`config.mk`:
```
export PLATFORM = sky130hd
export DESIGN_NAME = mux_arbiter_2
export DESIGN_NICKNAME = d
export VERILOG_FILES = /design/src/rtl/mux_arbiter_2_pkg.sv /design/src/rtl/mux_arbiter_2_hold_counter.sv /design/src/rtl/mux_arbiter_2.sv
export SDC_FILE = /design/constraint.sdc
export NUM_CORES = 1
export LEC_CHECK = 0
export ABC_CLOCK_PERIOD_IN_PS = 2500
export BUFFER_PORTS_ARGS = -buffer_cell sky130_fd_sc_hd__buf_4
export CAP_MARGIN = 20
export CORE_UTILIZATION = 55
export DETAILED_ROUTE_END_ITERATION = 12
export PLACE_DENSITY = 0.82
export SLEW_MARGIN = 20
export SYNTH_ARGS = -nofsm -noshare
export SYNTH_HDL_FRONTEND = slang
export SYNTH_SLANG_ARGS = --single-unit
```
`constraint.sdc`:
```
create_clock -name Clock -period 2.5 [get_ports Clock]
set_clock_uncertainty 0.15 [all_clocks]
set_input_delay 0.5 -clock Clock [delete_from_list [all_inputs] [get_ports Clock]]
set_output_delay 0.5 -clock Clock [all_outputs]
set_load 0.02 [all_outputs]
```
`src/rtl/mux_arbiter_2_pkg.sv`:
```
// Shared types and defaults for the two-requester round-robin mux arbiter.
package mux_arbiter_2_pkg;

    typedef enum logic [1:0] {
        StIdle   = 2'd0,
        StGrant0 = 2'd1,
        StGrant1 = 2'd2,
        StTurn   = 2'd3
    } state_e;

    localparam int unsigned DefMaxHold   = 8;
    localparam int unsigned DefHoldWidth = 4;

endpackage

```
`src/rtl/mux_arbiter_2_hold_counter.sv`:
```
// Grant hold counter: clears outside a grant, counts grant cycles, saturates at MaxHold-1.
module hold_counter #(
    parameter int unsigned MaxHold   = mux_arbiter_2_pkg::DefMaxHold,
    parameter int unsigned HoldWidth = mux_arbiter_2_pkg::DefHoldWidth
) (
    input  logic i_clk,
    input  logic i_rst_n,
    input  logic i_clear,
    input  logic i_inc,
    output logic o_at_limit
);

    localparam bit PreemptEn = (MaxHold != 0);
    // With preemption disabled the count simply parks at all-ones.
    localparam logic [HoldWidth-1:0] Limit =
        PreemptEn ? HoldWidth'(MaxHold - 1) : {HoldWidth{1'b1}};

    logic [HoldWidth-1:0] r_count;

    always_ff @(posedge i_clk or negedge i_rst_n) begin
        if (!i_rst_n) begin
            r_count <= '0;
        end else if (i_clear) begin
            r_count <= '0;
        end else if (i_inc && (r_count != Limit)) begin
            r_count <= r_count + 1'b1;
        end
    end

    assign o_at_limit = PreemptEn && (r_count == Limit);

endmodule

```
`src/rtl/mux_arbiter_2.sv`:
```
// Round-robin arbiter driving the Sel/Enable pins of a shared 2:1 mux, with one dead
// turnaround cycle between owners and optional timeout preemption.
module mux_arbiter_2
    import mux_arbiter_2_pkg::*;
#(
    parameter int unsigned MaxHold   = DefMaxHold,
    parameter int unsigned HoldWidth = DefHoldWidth
) (
    input  logic Clock,
    input  logic Reset_n,
    input  logic Req_0,
    input  logic Req_1,
    output logic Grant_0,
    output logic Grant_1,
    output logic MuxSel,
    output logic MuxEnable,
    output logic Preempt
);

    state_e r_state, w_state_next;
    logic   r_last_owner, w_last_owner_next;
    logic   r_next_owner, w_next_owner_next;
    logic   w_preempt_next;
    logic   w_at_limit;
    logic   w_in_grant;
    logic   r_grant_0, r_grant_1, r_mux_sel, r_mux_enable, r_preempt;

    assign w_in_grant = (r_state == StGrant0) || (r_state == StGrant1);

    hold_counter #(
        .MaxHold   (MaxHold),
        .HoldWidth (HoldWidth)
    ) u_hold_counter (
        .i_clk      (Clock),
        .i_rst_n    (Reset_n),
        .i_clear    (!w_in_grant),
        .i_inc      (w_in_grant),
        .o_at_limit (w_at_limit)
    );

    always_comb begin
        w_state_next      = r_state;
        w_last_owner_next = r_last_owner;
        w_next_owner_next = r_next_owner;
        w_preempt_next    = 1'b0;
        unique case (r_state)
            StIdle: begin
                if (Req_0 && Req_1) begin
                    w_state_next = r_last_owner ? StGrant0 : StGrant1;
                end else if (Req_0) begin
                    w_state_next = StGrant0;
                end else if (Req_1) begin
                    w_state_next = StGrant1;
                end
            end
            StGrant0: begin
                // Release takes priority over a coincident timeout.
                if (!Req_0) begin
                    w_last_owner_next = 1'b0;
                    w_next_owner_next = 1'b1;
                    w_state_next      = Req_1 ? StTurn : StIdle;
                end else if (w_at_limit && Req_1) begin
                    w_last_owner_next = 1'b0;
                    w_next_owner_next = 1'b1;
                    w_state_next      = StTurn;
                    w_preempt_next    = 1'b1;
                end
            end
            StGrant1: begin
                if (!Req_1) begin
                    w_last_owner_next = 1'b1;
                    w_next_owner_next = 1'b0;
                    w_state_next      = Req_0 ? StTurn : StIdle;
                end else if (w_at_limit && Req_0) begin
                    w_last_owner_next = 1'b1;
                    w_next_owner_next = 1'b0;
                    w_state_next      = StTurn;
                    w_preempt_next    = 1'b1;
                end
            end
            StTurn: begin
                w_state_next = r_next_owner ? StGrant1 : StGrant0;
            end
            default: w_state_next = StIdle;
        endcase
    end

    always_ff @(posedge Clock or negedge Reset_n) begin
        if (!Reset_n) begin
            r_state      <= StIdle;
            r_last_owner <= 1'b1;
            r_next_owner <= 1'b0;
            r_grant_0    <= 1'b0;
            r_grant_1    <= 1'b0;
            r_mux_sel    <= 1'b0;
            r_mux_enable <= 1'b0;
            r_preempt    <= 1'b0;
        end else begin
            r_state      <= w_state_next;
            r_last_owner <= w_last_owner_next;
            r_next_owner <= w_next_owner_next;
            r_grant_0    <= (w_state_next == StGrant0);
            r_grant_1    <= (w_state_next == StGrant1);
            r_mux_enable <= (w_state_next == StGrant0) || (w_state_next == StGrant1);
            r_preempt    <= w_preempt_next;
            if (w_state_next == StGrant0) begin
                r_mux_sel <= 1'b0;
            end else if (w_state_next == StGrant1) begin
                r_mux_sel <= 1'b1;
            end
        end
    end

    assign Grant_0   = r_grant_0;
    assign Grant_1   = r_grant_1;
    assign MuxSel    = r_mux_sel;
    assign MuxEnable = r_mux_enable;
    assign Preempt   = r_preempt;

endmodule

```
# ---- Word level (Yosys, flattened, before mapping)
# Index checks and enable logic that the tools add are counted.
# W data, S select, Z words.
dict set report word_totals {
  reg_bits 13
  input_bits 4
  output_inout_bits 5
  word_cells 61
}
dict set report classes {
  addsub 1
  n_eq_ne 10
  n_mux 31
  reduce_logical 10
}
# op count
set ops {}
lappend ops {{$mux W2} 11}
lappend ops {{$mux W1} 14}
lappend ops {{$mux W4} 2}
lappend ops {{$pmux W2 S4} 1}
lappend ops {{$eq A2 B2 Y1 const B} 3}
lappend ops {{$ne A3 B2 Y1 const B} 2}
lappend ops {{$pmux W1 S2} 3}
lappend ops {{$add A4 B1 Y4 const B} 1}
lappend ops {{$eq A2 B1 Y1 const B} 2}
lappend ops {{$eq A4 B3 Y1 const B} 1}
lappend ops {{$logic_and A1 B1 Y1} 4}
lappend ops {{$ne A4 B3 Y1 const B} 1}
lappend ops {{$reduce_bool A2 Y1} 2}
lappend ops {{$reduce_and A3 Y1} 1}
lappend ops {{$logic_not A2 Y1} 1}
lappend ops {{$logic_or A1 B1 Y1} 2}
lappend ops {{$ne A2 B2 Y1 const B} 1}

# ---- Depth between registers and ports, before layout
# Gate-level depths: netlist of run 1.
dict set report logic_depth {
  word_depth 8
  ltp_mapped 8
  mapped_depth_nobuf 8
}

# ---- Modules after synthesis
# Synthesis of run 1 repeated with hierarchy kept, for this count alone.
dict set report hier_totals {
  cells_unflattened 74
  hier_area_um2 764.5
}
# module instances cells_per_inst area_per_inst_um2 seq_area_each_um2
set modules_own_cells {}
lappend modules_own_cells {mux_arbiter_2 1 54 553.0 226.5}
lappend modules_own_cells {hold_counter 1 20 211.5 100.1}

# ---- Worst setup path after synthesis of run 1
# OpenSTA, ideal clock, no wires.
dict set report synth_path {
  kind {register to register}
  start {register r_state[0]}
  end {register r_mux_sel (netlist: MuxSel)}
  setup_ns 0.126
  arrival_ns 1.939
  required_ns 2.224
  path_slack_ns 0.285
  stages_incl_launch_ff 9
  path_buffers 0
  synth_period_minus_slack_ns 2.215
  path_cell_list {dfrtp_1 > inv_1 > ha_1 > a22o_1 > a2111oi_4 > a221oi_1 > ha_1 > nand2_1 > o21ai_0}
}
dict set report synth_between {
  elab_chain_cells 6
  word_cells_on_any_way 16
  classes_between {eq/ne (5); mux (9); reduce/logical (2)}
}
# element line
set synth_lines {}
lappend synth_lines {{start, declared} mux_arbiter_2.sv:20} ;# state_e r_state, w_state_next;
lappend synth_lines {{start signal, assigned} mux_arbiter_2.sv:90} ;# r_state <= StIdle;
lappend synth_lines {{start signal, assigned} mux_arbiter_2.sv:99} ;# r_state <= w_state_next;
lappend synth_lines {{$mux W2} mux_arbiter_2.sv:52} ;# end else if (Req_1) begin
lappend synth_lines {{$mux W2} mux_arbiter_2.sv:50} ;# end else if (Req_0) begin
lappend synth_lines {{$mux W2} mux_arbiter_2.sv:48} ;# if (Req_0 && Req_1) begin
lappend synth_lines {{$pmux W2 S4 (*)} mux_arbiter_2.sv:46} ;# unique case (r_state)
lappend synth_lines {{$eq A2 B1 Y1 / $eq A2 B2 Y1 (equally long branches)} {mux_arbiter_2.sv:106, mux_arbiter_2.sv:108}}
lappend synth_lines {{$mux W1 / $reduce_bool A2 Y1 (equally long branches)} n/a}
lappend synth_lines {{end signal, assigned} mux_arbiter_2.sv:95} ;# r_mux_sel <= 1'b0;
lappend synth_lines {{end signal, assigned} mux_arbiter_2.sv:107} ;# r_mux_sel <= 1'b0;
lappend synth_lines {{end signal, assigned} mux_arbiter_2.sv:109} ;# r_mux_sel <= 1'b1;
lappend synth_lines {{end, declared} mux_arbiter_2.sv:26} ;# logic r_grant_0, r_grant_1, r_mux_sel, r_mux_enable, r_preempt;
# Mark *: on every way between the ends. The rest lies on a longest branch, timed or not.
# A chain may end at the register's enable or synchronous reset.

# ---- Worst setup path after layout of run 1
# Same ends and word-level chain as after synthesis.

==> results by group, run 1 <==
Placed design
  • Placed cell area: 822 sq um
  • Pre-CTS WS: 0.153 ns
  • Gp weighted congestion: 0.788
  • Placed Cells: 88
  • Buffers on Ports: 8

Finish
  • Flip-flop and latch area: 327 sq um
  • Fin cells: 95
  • Filler cells: 107
  • Share of cells above drive strength 1: 23.8%
  • Final instance area: 875 sq um
  • Area delta synth->final: 13.5%
  • N_diodes: 0
  • Area occupied by multi-input gates: 399 sq um
  • Nets: 93

Yosys
  • Distinct cells, synth: 33
  • Synth top area share: 39.0%
  • Synth area leader: dfrtp_1
  • Synthesized instance count: 68
  • Syn_area_per_cell: 11.3 sq um
  • Synth Warn #: 0
  • Post-Syn Nets: 80
  • Synthesized area: 771 sq um
  • Post-synth top flop: dfrtp_1
  • Number of flops mapped to enable cells by yosys: 0
  • Post-synthesis async set-or-reset flop share: 100%
  • Yosys reg bits: 13
  • Synth top area cells: dfrtp_1, ha_1, a2111oi_4
  • Post-synthesis sequential area ratio: 42.4%

Critical path
  • Reg-to-Reg End: MuxSel$_DFFE_PN0P_
  • Crit path from: r_state[0]$_DFF_PN0_
  • CP arrival: 2.40 ns
  • CP Capture Point: MuxSel$_DFFE_PN0P_
  • CP Capture Type: flip-flop
  • Max stage delay on crit path: 0.43 ns
  • Slowest cell on the critical path: a2111oi_4
  • Worst reg-to-reg path cell count: 8
  • Cell Chain, Critical Path: inv_1 > ha_1 > a22o_1 > a2111oi_4 > a221oi_1 > ha_1 > nand2_1 > o21ai_0
  • Critical Path Stages: 8
  • Max Fanout on Critical Path: 5
  • Critical Path RT: 2.51 ns
  • Cell mode on critical path: ha_1
  • Delay-heaviest family, CP: compound AO/OA/AOI/OAI gates
  • Worst r2r src: r_state[0]$_DFF_PN0_
  • Buffers plus inverters on the worst setup path: 1
  • Worst reg-to-reg setup slack: 0.11 ns
  • Worst setup SP type: flip-flop
  • CP Class: flip-flop to flip-flop

Clock network
  • H-Tree Depth: 1
  • Reg clk slew, reported paths: 0.08 ns
  • CTS tree: built
  • Clock buffers created by TritonCTS: 3
  • Worst-skew pair later-pin latency: 0.28 ns
  • CTS sink cnt: 13
  • Max clock buf depth: 2
  • CTS root buf: clkbuf_4

Global route
  • Global-route wire length before repair: 2020 um
  • Total global routing overflow: 0
  • Tot GR Track Use: 19.5%
  • Largest net degree at the start of global routing: 14
  • Initial antenna violation count: 0
  • Number of global-route vias before repair: 460

Floorplanning
  • Core area: 1300 sq um
  • Starting Density: 59.2%
  • Row cnt: 13
  • Die Y: 39.4 um
  • Die area: 1560 sq um
  • # IOs: 9
  • Die X: 39.4 um

Drt
  • Mean routed wirelength per cell: 13.9 um
  • Iter 0 DRT Violations: 11
  • Vias per Instance: 6.08
  • Antenna Violating Nets Remaining: 0
  • DRC: 0
  • Final wirelength: 1330 um
  • First drt pass iteration count: 4
  • Vias: 578

Power and ir drop
  • Max IR drop VDD: 682 uV
  • PD cells: 1360 nW/um^2
  • Leak: 0.416 nW

STA
  • Worst Tran Pin Value: 0.511 ns
  • Crit share post-route: 95.5%
  • Worst setup margin: 0.112 ns
  • Hold Fails Final Rpt: 0
  • Worst slew margin: 65.6%
  • Final min period: 2.39 ns
  • Max-slew violation count: 0
  • Max Fclk: 419 MHz
  • Final setup fails: 0
  • Post-route setup TNS: 0 ns

Job
  • Max_cap viols: 0

Hold path
  • Hold Crit Class: flip-flop to flip-flop

Status
  • Status: complete, no violations
## synth_stat cells (2+ instances only)
master and instances:
buf_6 2, inv_1 5, mux2i_1 2, a221oi_1 3, dfrtp_1 12, a221o_1 2, nor2_1 4, o21ai_0 3
ha_1 8, a31oi_1 2, nor2b_1 3
## per-layer routing
layer / wire length [um] / GRT usage (%) / vias up
li1: - / - / 279
met1: 664 / 28.2 / 278
met2: 581 / 26.6 / 16
met3: 49 / 3.41 / 5
met4: 29 / 10.3 / 0
met5: 0 / 0 / -
## cell usage in the layout, fill, tap and decap left out, types with 2 or more instances in the layout
cell type / n
nor2b_1: 3
inv_1: 5
nor2_1: 4
a31oi_1: 2
mux2i_1: 2
buf_4: 10
a221o_1: 2
o21ai_0: 3
a221oi_1: 3
dfrtp_1: 12
ha_1: 8
clkbuf_4: 3
## metrics by stage
step                      hold WS [ns]  utilization [%]  total power [mW]
after floorplan                 0.0544                -             0.860
after global placement           0.200             63.2             0.993
after detailed placement         0.202             63.2              1.00
after CTS                        0.342             66.0              1.14
after global routing             0.357             67.2              1.29
final                            0.339             67.2              1.19
## registers in the layout, summed over array words and instances, names as in the netlist
register	count
Preempt	1
r_state	2
u_hold_counter.r_count	4
Grant_0	1
MuxSel	1
MuxEnable	1
Grant_1	1
r_next_owner	1
r_last_owner	1
## cells by family after synthesis
family                     after synthesis  synth area share (%)
buffers and inverters                    8                  6.01
AOI/OAI and AO/OA                       19                  21.8
adders and majority gates                8                  13.0
DFF                                     13                  42.4
muxes                                    2                  2.60
and+or+nand+nor                         17                  13.2
xor gates and xnor gates                 1                  1.14
## worst min-delay path by stage
stage,start,end,slack [ns],cells past startpoint
floorplan,Reset_n,Grant_0$_DFF_PN0_,0.05,0
global placement,Reset_n,u_hold_counter.r_count[3]$_DFFE_PN0P_,0.20,1
detailed placement,Reset_n,u_hold_counter.r_count[2]$_DFFE_PN0P_,0.20,1
CTS,MuxSel$_DFFE_PN0P_,MuxSel$_DFFE_PN0P_,0.34,2
global route,r_last_owner$_DFFE_PN1P_,r_last_owner$_DFFE_PN1P_,0.36,2
finish,r_last_owner$_DFFE_PN1P_,r_last_owner$_DFFE_PN1P_,0.34,2
## worst reg2reg max path, cell delays in order, from the launching register on
cell and delay (ns):
dfrtp_1 0.42, inv_1 0.08, ha_1 0.24, a22o_1 0.27
a2111oi_4 0.43, a221oi_1 0.20, ha_1 0.34, nand2_1 0.06
o21ai_0 0.06
## repair_timing
action / in CTS / in global routing
hold buffers: 1 / 0
endpoints found under the hold margin: 12 / 0
setup buffers: 0 / 2
resized for setup: 0 / 1
endpoints found under the setup margin: 0 / 1
## layout make-up
cell class              count  share of cell area [%]
flip-flops and latches     13                    37.3
repair buffers             11                    9.73
well taps                  15                    2.15
clock buffers               4                    3.00
inverters                   5                    2.15
multi-input cells          47                    45.6
## power breakdown
| group | internal, mW | total (mW) | switching [mW] |
|---|---|---|---|
| clock | 0.0619 | 0.130 | 0.0679 |
| sequential | 0.308 | 0.373 | 0.0652 |
| combinational | 0.321 | 0.682 | 0.361 |
(Power assumes the default switching activity.)
==> run 2: changes to the inputs <==
- CORE_MARGIN: unset -> 1
- MAX_ROUTING_LAYER: unset -> met4
- REMOVE_ABC_BUFFERS: unset -> 1
==> results by group, run 2 (synthesis results as in run 1) <==
Critical path
  • Cell mode on critical path: ha_1 (unchanged)
  • Cell Chain, Critical Path: inv_1 > ha_1 > a22o_1 > a2111oi_4 > a221oi_1 > ha_1 > nand2_1 > o21ai_0 (unchanged)
  • Max Fanout on Critical Path: 5 (unchanged)
  • CP Capture Type: flip-flop (unchanged)
  • Worst setup SP type: flip-flop (unchanged)
  • Max stage delay on crit path: 0.42 ns (was 0.43 ns)
  • CP Class: flip-flop to flip-flop (unchanged)
  • Slowest cell on the critical path: dfrtp_1 (was a2111oi_4)
  • Worst reg-to-reg setup slack: 0.14 ns (was 0.11 ns)
  • CP arrival: 2.37 ns (was 2.40 ns)
  • Critical Path RT: 2.51 ns (about the same)

Clock network
  • Worst-skew pair later-pin latency: 0.27 ns (was 0.28 ns)
  • CTS root buf: clkbuf_4 (unchanged)
  • Post-CTS Setup Bufs: 0 (unchanged)
  • Clock buffers created by TritonCTS: 3 (unchanged)
  • H-Tree Depth: 1 (unchanged)
  • Reg clk slew, reported paths: 0.08 ns (about the same)
  • CTS tree: built (unchanged)
  • CTS sink cnt: 13 (unchanged)
  • Max clock buf depth: 2 (unchanged)

Floorplanning
  • Die area: 1560 sq um (unchanged)
  • Row cnt: 13 (unchanged)
  • Die Y: 39.4 um (unchanged)
  • # IOs: 9 (unchanged)
  • Core area: 1300 sq um (unchanged)
  • Die X: 39.4 um (unchanged)
  • Starting Density: 59.2% (unchanged)

Placed design
  • DPL Wire Length: 1010 um
  • Placed Cells: 88 (unchanged)
  • Buffers on Ports: 8 (unchanged)
  • Gp weighted congestion: 0.849 (was 0.788)
  • Placed cell area: 822 sq um (unchanged)

STA
  • Worst Tran Pin Value: 0.600 ns (was 0.511 ns)
  • RSZ-0062 raised after global routing: no
  • Final min period: 2.36 ns (was 2.39 ns)
  • Final setup fails: 0 (unchanged)
  • Worst slew margin: 59.0% (was 65.6%)
  • Max Fclk: 424 MHz (was 419 MHz)
  • Post-route setup TNS: 0 ns (unchanged)
  • Max-slew violation count: 0 (unchanged)
  • Hold Fails Final Rpt: 0 (unchanged)
  • Crit share post-route: 94.3% (was 95.5%)

Status
  • Status: complete, no violations (unchanged)

Global route
  • Number of global-route vias before repair: 460 (unchanged)
  • Initial antenna violation count: 0 (unchanged)
  • Largest net degree at the start of global routing: 14 (unchanged)
  • Tot GR Track Use: 20.3% (was 19.5%)
  • Global-route wire length before repair: 1980 um (was 2020 um)
  • Total global routing overflow: 0 (unchanged)

Power and ir drop
  • Leak: 0.407 nW (was 0.416 nW)
  • Max IR drop VDD: 741 uV (was 682 uV)
  • PD cells: 1340 nW/um^2 (was 1360 nW/um^2)

Job
  • Max_cap viols: 0 (unchanged)

Finish
  • Fin cells: 93 (was 95)
  • N_diodes: 0 (unchanged)
  • Post-layout util: 66.0% (was 67.2%)
  • Final instance area: 858 sq um (was 875 sq um)
  • Max FFs per register: 4 (unchanged)
  • Area delta synth->final: 11.4% (was 13.5%)
  • Share of cells above drive strength 1: 21.8% (was 23.8%)
  • Nets: 91 (was 93)
  • Largest Register: u_hold_counter.r_count (unchanged)
  • Largest regs: u_hold_counter.r_count (4), r_state (2) (unchanged)
  • Most common cell after layout, fill and taps aside: dfrtp_1 (unchanged)
  • Commonest non-fill, non-tap cells in the layout: dfrtp_1, ha_1, buf_4 (was dfrtp_1, buf_4, ha_1)

Drt
  • Iter 0 DRT Violations: 16 (was 11)
  • Vias per Instance: 5.97 (was 6.08)
  • DRC: 0 (unchanged)
  • Final wirelength: 1330 um (about the same)
  • Vias: 555 (was 578)
  • Mean routed wirelength per cell: 14.3 um (was 13.9 um)
  • Antenna Violating Nets Remaining: 0 (unchanged)
  • First drt pass iteration count: 4 (unchanged)

Hold path
  • Hold Crit Class: flip-flop to flip-flop (unchanged)
[run 2: changes by cell type in the layout (fill, tap and decap cells not counted)]
cell	before	now
buf_4	10	8
a2111oi_0	0	1
a2111oi_1	1	0
[run 2: metal layers]
metal  vias up  routed length [um]  global-route usage, %
li1        273                   -                      -
met1       267                 672                   25.8
met4         0                  36                   12.9
met5         -                   0                      -
met2        11                 584                   29.5
met3         4                  39                   3.41
[run 2: layout make-up]
cell class	instances	area, sq um
flip-flops and latches	13	327
inverters	5	18.8
clock buffers	4	26.3
multi-input cells	47	398
fillers	101	443
well taps	15	18.8
repair buffers	9	70.1
[run 2: repair_timing]
action                                 in CTS  in global routing
resized for setup                           0                  0
hold buffers                                1                  0
setup endpoints to repair                   0                  1
endpoints found under the hold margin      12                  0
[run 2: worst paths after layout]
check                           cells past startpoint                startpoint                       end
worst max-delay path                                8      r_state[0]$_DFF_PN0_        MuxSel$_DFFE_PN0P_
worst min-delay path                                2  r_last_owner$_DFFE_PN1P_  r_last_owner$_DFFE_PN1P_
worst max register to register                      8      r_state[0]$_DFF_PN0_        MuxSel$_DFFE_PN0P_
worst min register to register                      2  r_last_owner$_DFFE_PN1P_  r_last_owner$_DFFE_PN1P_
max in group asynchronous                           2                   Reset_n  r_last_owner$_DFFE_PN1P_
min in group asynchronous                           2                   Reset_n       MuxEnable$_DFF_PN0_
[run 2: through the flow]
step	power, mW	setup slack [ns]	hold slack, ns
after floorplan	0.853	0.285	0.0544
after global placement	0.994	0.205	0.199
after detailed placement	1.02	0.111	0.200
after CTS	1.15	0.0969	0.332
after global routing	1.26	0.0312	0.364
final	1.15	0.142	0.326
[run 2: critical path, delay by kind of cell, from the launching register on]
family	cells	cell delay [ns]
buffers and inverters	1	0.09
and+or+nand+nor	1	0.06
AOI/OAI and AO/OA	4	0.94
adders and majority gates	2	0.57
DFF	1	0.42
[run 2: where the power goes]
group / leakage, nW / internal [mW] / switching (mW)
Sequential: 0.161 / 0.308 / 0.0607
Combinational: 0.230 / 0.294 / 0.360
Clock: 0.0150 / 0.0619 / 0.0678
==> run 3: changes to the inputs <==
- CORE_UTILIZATION: 55 -> 48
- PLACE_DENSITY: 0.82 -> 0.74
==> results by group, run 3 (synthesis results as in run 1) <==
Hold path
  • Hold Crit Class: flip-flop to flip-flop (unchanged)
  • Hold Path Stages: 2 (unchanged)
  • Worst hold endpoint: r_last_owner$_DFFE_PN1P_ (unchanged)
  • Min-delay src: r_last_owner$_DFFE_PN1P_ (unchanged)

Finish
  • Nets: 94 (was 91)
  • Commonest non-fill, non-tap cells in the layout: dfrtp_1, buf_4, ha_1 (was dfrtp_1, ha_1, buf_4)
  • Largest regs: u_hold_counter.r_count (4), r_state (2) (unchanged)
  • Largest Register: u_hold_counter.r_count (unchanged)
  • Filler cells: 123 (was 101)
  • Share of cells above drive strength 1: 25.9% (was 21.8%)
  • Max FFs per register: 4 (unchanged)
  • Area delta synth->final: 15.3% (was 11.4%)
  • Most common cell after layout, fill and taps aside: dfrtp_1 (unchanged)
  • N_diodes: 0 (unchanged)

Status
  • Status: complete, no violations (unchanged)

Global route
  • Tot GR Track Use: 17.8% (was 20.3%)
  • Largest net degree at the start of global routing: 14 (unchanged)
  • Global-route wire length before repair: 2320 um (was 1980 um)
  • GR Util met1: 22.3% (was 25.8%)
  • Global routing usage on met3: 3.88% (was 3.41%)
  • Initial antenna violation count: 0 (unchanged)
  • Number of global-route vias before repair: 542 (was 460)
  • Total global routing overflow: 0 (unchanged)
  • Gr busiest metal: met2 (unchanged)
  • Met2 GRT Util: 27.8% (was 29.5%)

Placed design
  • DPL Wire Length: 1010 um (about the same)
  • Gp weighted congestion: 0.765 (was 0.849)
  • Pre-CTS WS: 0.0638 ns (was 0.111 ns)
  • Buffers on Ports: 8 (unchanged)

Power and ir drop
  • Sw Ratio: 42.1% (was 42.4%)
  • NetSw: 0.517 mW (was 0.488 mW)
  • Sequential power share: 30.4% (was 32.0%)
  • Leak: 0.422 nW (was 0.407 nW)
  • PD cells: 1380 nW/um^2 (was 1340 nW/um^2)
  • Clk pwr share: 10.9% (was 11.3%)
  • Max IR drop VDD: 536 uV (was 741 uV)
  • Combinational share of power: 58.7% (was 56.7%)
  • Cell Int Power: 0.712 mW (was 0.664 mW)

STA
  • Worst setup margin: 0.175 ns (was 0.142 ns)
  • Worst slew margin: 60.5% (was 59.0%)
  • Max Fclk: 430 MHz (was 424 MHz)
  • Final setup fails: 0 (unchanged)
  • Hold Fails Final Rpt: 0 (unchanged)
  • Final min period: 2.33 ns (was 2.36 ns)
  • Max-slew violation count: 0 (unchanged)
  • Worst Tran Pin Value: 0.578 ns (was 0.600 ns)
  • Post-route setup TNS: 0 ns (unchanged)
  • RSZ-0062 raised after global routing: no (unchanged)
  • Crit share post-route: 93.0% (was 94.3%)

Clock network
  • Worst-skew pair later-pin latency: 0.27 ns (about the same)
  • CTS sink cnt: 13 (unchanged)
  • Max clock buf depth: 2 (unchanged)
  • CTS tree: built (unchanged)
  • H-Tree Depth: 1 (unchanged)
  • Reg clk slew, reported paths: 0.08 ns (about the same)
  • Clock buffers created by TritonCTS: 3 (unchanged)
  • CTS root buf: clkbuf_4 (unchanged)

Critical path
  • Worst setup SP type: flip-flop (unchanged)
  • Cell Chain, Critical Path: ha_1 > and3b_1 > a2111oi_4 > a221o_1 > ha_1 > nand2_1 > o21ai_0 (was inv_1 > ha_1 > a22o_1 > a2111oi_4 > a221oi_1 > ha_1 > nand2_1 > o21ai_0)
  • Max Fanout on Critical Path: 5 (unchanged)
  • Reg-to-Reg End: MuxSel$_DFFE_PN0P_ (unchanged)
  • Slowest cell on the critical path: a2111oi_4 (was dfrtp_1)
  • CP Class: flip-flop to flip-flop (unchanged)
  • Worst reg-to-reg setup slack: 0.17 ns (was 0.14 ns)
  • Worst reg-to-reg path cell count: 7 (was 8)
  • Max stage delay on crit path: 0.45 ns (was 0.42 ns)
  • Cell mode on critical path: ha_1 (unchanged)
  • CP arrival: 2.34 ns (was 2.37 ns)
  • Worst r2r src: u_hold_counter.r_count[0]$_DFFE_PN0P_ (was r_state[0]$_DFF_PN0_)
  • CP Capture Type: flip-flop (unchanged)
  • Critical Path RT: 2.51 ns (about the same)

Drt
  • Vias per Instance: 5.87 (was 5.97)
  • First drt pass iteration count: 4 (unchanged)
  • Final wirelength: 1390 um (was 1330 um)
  • DRC: 0 (unchanged)
  • Antenna Violating Nets Remaining: 0 (unchanged)
  • Mean routed wirelength per cell: 14.4 um (was 14.3 um)
  • Vias: 569 (was 555)
  • Iter 0 DRT Violations: 28 (was 16)

Floorplanning
  • Die Y: 42.1 um (was 39.4 um)
  • # IOs: 9 (unchanged)
  • Row cnt: 14 (was 13)
  • Die X: 42.1 um (was 39.4 um)
  • Die area: 1770 sq um (was 1560 sq um)
  • Starting Density: 51.2% (was 59.2%)
  • Core area: 1510 sq um (was 1300 sq um)

Job
  • Max_cap viols: 0 (unchanged)
run 3: cell count changes in the layout (fill, tap and decap cells not counted):
cell	previous run	this run
buf_4	8	11
a221oi_2	0	1
a221oi_1	3	2
run 3: worst max path at each step:
| stage | to | depth (start not counted) | from |
|---|---|---|---|
| 6_report | MuxSel$_DFFE_PN0P_ | 7 | u_hold_counter.r_count[0]$_DFFE_PN0P_ |
| 5_1_grt | MuxSel$_DFFE_PN0P_ | 7 | r_state[1]$_DFF_PN0_ |
| 4_1_cts | MuxSel$_DFFE_PN0P_ | 8 | r_state[0]$_DFF_PN0_ |
| 3_5_place_dp | MuxSel$_DFFE_PN0P_ | 8 | r_state[0]$_DFF_PN0_ |
| 3_3_place_gp | MuxSel$_DFFE_PN0P_ | 8 | r_state[0]$_DFF_PN0_ |
| 2_1_floorplan | MuxSel$_DFFE_PN0P_ | 8 | r_state[0]$_DFF_PN0_ |
run 3: repair_timing:
action	CTS	global route
setup buffers	0	3
hold buffers	1	0
setup endpoints to repair	0	2
endpoints found under the hold margin	12	0
gates resized for setup	0	1
run 3: metrics by stage:
step           cell area, sq um  hold WS (ns)  instances  total power, mW  utilization, %
6_report                    888         0.337         97             1.23            59.0
5_1_grt                     888         0.347         97             1.33            59.0
3_5_place_dp                823         0.206         89             1.03            54.7
4_1_cts                     860         0.342         94             1.16            57.1
3_3_place_gp                823         0.202         89            0.995            54.7
2_1_floorplan               743        0.0544         65            0.853               -
run 3: cell type report:
type	count	area (sq um)	area share (%)
Multi-Input combinational cell	47	404	45.5
Sequential cell	13	327	36.8
Timing Repair Buffer	12	92.6	10.4
Clock buffer	4	26.3	2.96
Tap cell	16	20.0	2.25
Inverter	5	18.8	2.11
run 3: critical path, delay by kind of cell, from the launching register on:
family                   cells  cell delay [ns]
AO/OA/AOI/OAI                3             0.78
adder cells (fa/ha/maj)      2             0.52
flip-flops                   1             0.42
AND/OR/NAND/NOR              2             0.34
run 3: per-layer routing:
layer / wire [um] / up-vias
li1: - / 280
met2: 645 / 13
met1: 687 / 274
met5: 0 / -
met3: 48 / 2
met4: 10 / 0
run 3: power groups by stage:
| stage | Sequential, mW | Clock, mW | Combinational [mW] |
|---|---|---|---|
| finish | 0.373 | 0.134 | 0.721 |
| global route | 0.386 | 0.146 | 0.798 |
| CTS | 0.373 | 0.135 | 0.654 |
| detailed placement | 0.376 | 0 | 0.651 |
| global placement | 0.372 | 0 | 0.623 |
| floorplan | 0.398 | 0 | 0.456 |
